`src/rtl/bist_sig_analyzer.sv`:
```
// Serial-input signature register (Galois SISR) with load/run/check FSM.
// Compacts len response bits from sin into sig and compares against golden.
//
// Ports:
//   clk, rst (async active-low)
//   start  : pulse, begins a run from IDLE or DONE
//   abort  : synchronous return to IDLE, wins over start
//   en/sin : qualified serial response stream
//   poly, seed, golden, len : run setup, captured at start
//   busy, done, pass, sig   : status and current signature
module bist_sig_analyzer #(
    parameter int N  = 8,
    parameter int LW = 16
) (
    input  logic          clk,
    input  logic          rst,
    input  logic          start,
    input  logic          abort,
    input  logic          en,
    input  logic          sin,
    input  logic [N-1:0]  poly,
    input  logic [N-1:0]  seed,
    input  logic [N-1:0]  golden,
    input  logic [LW-1:0] len,
    output logic          busy,
    output logic          done,
    output logic          pass,
    output logic [N-1:0]  sig
);

    typedef enum logic [1:0] {
        IDLE  = 2'd0,
        RUN   = 2'd1,
        CHECK = 2'd2,
        DONE  = 2'd3
    } state_t;

    state_t        state;
    logic [LW-1:0] cnt;
    logic [N-1:0]  poly_q;
    logic [N-1:0]  golden_q;
    logic [N-1:0]  sig_nxt;
    logic          fb;

    // One Galois step: the response bit is folded into the feedback,
    // so with sin=0 this matches the pattern generator's sequence.
    always_comb begin
        fb = sig[0] ^ sin;
        sig_nxt = '0;
        sig_nxt[N-1] = fb;
        for (int i = 0; i < N-1; i++) begin
            sig_nxt[i] = (fb & poly_q[i]) ^ sig[i+1];
        end
    end

    assign busy = (state == RUN) || (state == CHECK);
    assign done = (state == DONE);

    always_ff @(posedge clk or negedge rst) begin
        if (!rst) begin
            state    <= IDLE;
            sig      <= '0;
            cnt      <= '0;
            poly_q   <= '0;
            golden_q <= '0;
            pass     <= 1'b0;
        end else if (abort) begin
            // sig is left alone so a partial signature can be inspected
            state <= IDLE;
            pass  <= 1'b0;
        end else begin
            unique case (state)
                IDLE, DONE: begin
                    if (start) begin
                        sig      <= seed;
                        poly_q   <= poly;
                        golden_q <= golden;
                        cnt      <= len;
                        pass     <= 1'b0;
                        state    <= (len == '0) ? CHECK : RUN;
                    end
                end
                RUN: begin
                    if (en && (cnt != '0)) begin
                        sig <= sig_nxt;
                        cnt <= cnt - 1'b1;
                        if (cnt == LW'(1)) begin
                            state <= CHECK;
                        end
                    end
                end
                CHECK: begin
                    pass  <= (sig == golden_q);
                    state <= DONE;
                end
                default: state <= IDLE;
            endcase
        end
    end

endmodule

```
`config.mk`:
```
export PLATFORM = sky130hd
export DESIGN_NAME = bist_sig_analyzer
export DESIGN_NICKNAME = d
export VERILOG_FILES = /design/src/rtl/bist_sig_analyzer.sv
export SDC_FILE = /design/constraint.sdc
export NUM_CORES = 1
export LEC_CHECK = 0
export CAP_MARGIN = 20
export CORE_MARGIN = 3
export CORE_UTILIZATION = 45
export DETAILED_ROUTE_END_ITERATION = 12
export DONT_BUFFER_PORTS = 1
export PLACE_DENSITY = 0.63
export SETUP_SLACK_MARGIN = 0.5
export SLEW_MARGIN = 0
export SYNTH_ARGS = -nofsm -noshare
export SYNTH_HDL_FRONTEND = slang
export SYNTH_SLANG_ARGS = --single-unit
```
`constraint.sdc`:
```
create_clock -name clk -period 4.24 [get_ports clk]
set_clock_uncertainty 0.15 [all_clocks]
set_input_delay 0.848 -clock clk [delete_from_list [all_inputs] [get_ports clk]]
set_output_delay 0.848 -clock clk [all_outputs]
set_load 0.005 [all_outputs]
```
==> qor.txt <==
Clock buffer count from CTS: 5
Slew Viols, Final: 0
Post-synth cell types: 45
Register area share after synthesis: 41.7%
Area leader, netlist: dfrtp_1
First-pass GRT wire length: 9980 um
Synth Instances: 265
Dpl cells: 323
Arrival time worst endpoint: 2.81 ns
Residual DRC count: 0
RSZ-0062 raised after global routing: false
Crit path max fanout: 7
Slew margin rel.: 46.6%
Die Wd: 80.8 um
Port Buffers: 0
Clk_lat worst skew: 0.31 ns
Yosys warnings: 0
Syn Area/Cell: 9.50 um^2
Startpoint Class: flip-flop
Global Route Usage Sum: 20.2%
Clk sink count: 42
Total negative slack: 0 ns
Final setup viols: 0
Mapped cell area: 0.00252 mm^2
Crit path capture type: flip-flop
Setup WS post-layout: 1.53 ns
Max incr delay on CP: 0.66 ns
Initial DRC Count: 121
Type of the tightest min-delay check: primary input to async pin
Post-Route WL: 6000 um
Worst r2r path cells: 5
Ys flop type: dfrtp_1
Initial Util: 47.8%
Final worst-path cycle share: 64.0%
Fin area: 0.00268 mm^2
N_diodes: 0
Nets: 311
CP max stage cell: or4_1
ANT nets after route: 0
Top cell type's share of synthesized area: 41.7%
Worst-Margin Slew: 0.801 ns
Worst endpoint required time: 4.33 ns
Die area: 0.00653 mm^2
Status: complete, no violations
Crit. Startpoint: cnt[5]
Layout area overhead: 6.31%
Root buffer cell: clkbuf_8
RePlAce Congestion: 0.893
Critical path class: flip-flop to flip-flop
Share of layout cells above drive strength 1: 15.7%
Synth area leaders: dfrtp_1 (42%), mux2_2 (10%), xor2_1 (5.6%)
Maximum VDD drop: 0.000375 V
Area after DPL: 0.00257 mm^2
DR WL/cell: 18.1 um
Vias per cell: 5.92
EDFF count, synth: 0
Number of core rows: 26
Most common cell after layout, fill and taps aside: dfrtp_1
Final Critical Period: 2.71 ns
Finished Core Util: 50.8%
CTS tree: done
Largest net degree at the start of global routing: 47
CORE AREA: 0.00527 mm^2
Hold-fix buffers at CTS: 0
Post-synthesis async set-or-reset flop share: 100%
F_max: 369 MHz
Final Hold Slack: 0.0764 ns
Setup crit end: cnt[11]
Pre-CTS WS: 1.56 ns
Critical Path, Cell by Cell: or4_1, or2_4, nor4_1, mux2_2, nand2_1
Router iterations before antenna repair: 4
Reg2Reg Setup Slack: 1.53 ns
RR Startpoint: cnt[5]
Bufs on Longest Clock Path: 2
Clock slew at reported path FFs: 0.09 ns
Fill count: 501
R2r endpoint: cnt[11]
Net Count, Synth: 316
Initial antenna violation count: 0
Max-cap violations: 0
Seq cells post-synth: 42
WP buf/inv: 0
Die Y-Extent: 80.8 um
Post_cts resized: 0
Io pins: 57
Hold Vio Cnt, Final: 0
Vias in the first global route: 2021
Power per Cell Area: 728 mW/mm^2
Number of cells on the critical path: 5
PnR Total Power: 1.95 mW
Most frequent cells in the layout: dfrtp_1 (42), nand2_1 (27), mux2_2 (23), nor2_1 (20), a21oi_1 (19)
Layout Cells excl Fill: 331
Lkg Pwr: 1.03 nW
Detailed Place HPWL: 4470 um
H-tree depth: 2
Family with the most delay on the worst path: simple AND/OR/NAND/NOR gates
Setup bufs post-CTS: 0
Via count: 1959
Grt ovf: 0
## worst min-delay path by stage
stage / start / to / slack [ns]
floorplan: cnt[6] / cnt[6] / 0.31
global placement: poly_q[5] / poly_q[5] / 0.34
detailed placement: poly_q[1] / poly_q[1] / 0.34
CTS: rst / cnt[14] / 0.07
global route: rst / cnt[5] / 0.05
finish: rst / cnt[5] / 0.08
## cells by family (layout without fill, tap and decap cells)
group,count (synthesis),in the layout,share of synthesized area [%]
mux,29,29,12.7
flops,42,42,41.7
xor+xnor,16,16,5.56
buf+inv,22,18,3.33
fa+ha+maj,5,5,2.48
simple gates,92,92,18.8
compound gates,59,59,15.4
## routing by layer
metal / vias up / share of wire [%] / track usage, %
met4: 0 / 1.2 / 5.41
li1: 958 / - / -
met3: 7 / 9.8 / 8.76
met5: - / 0 / 0
met2: 73 / 47 / 31.2
met1: 921 / 42 / 26.0
## registers in the layout, summed over array words and instances (netlist names)
register and flops:
cnt 16, golden_q 8, sig 8, poly_q 7, state 2, pass 1
## cells in the mapped netlist (all sizes together) (2+ instances only)
library cell,instances
dfrtp,42
nand2,27
mux2,23
a21oi,20
nor2,20
xor2,16
clkbuf,10
nor3,10
o22ai,10
inv,8
nor4,8
mux2i,6
ha,5
or3,5
or4,5
a211oi,4
buf,4
nand3,4
o211ai,4
o21ai,4
a22oi,3
a2bb2oi,3
nand4b,3
or2,3
a21o,2
a31oi,2
nand2b,2
## power by group
group,total (mW),internal [mW],leakage (nW),switching [mW]
clock network,0.321,0.176,0.0514,0.145
logic,0.816,0.390,0.480,0.425
registers,0.813,0.598,0.495,0.215
total,1.95,1.16,1.03,0.785
## layout make-up
cell class / count / area (um^2) / area share (%)
Clock inverter: 2 / 37.5 / 1.40
Sequential cell: 42 / 1050 / 39.3
Clock buffer: 6 / 72.6 / 2.71
Inverter: 8 / 30.0 / 1.12
Timing Repair Buffer: 2 / 15.0 / 0.561
Multi-Input combinational cell: 201 / 1380 / 51.7
Tap cell: 70 / 87.6 / 3.27
No activity file was read; power rests on OpenSTA's default activity.
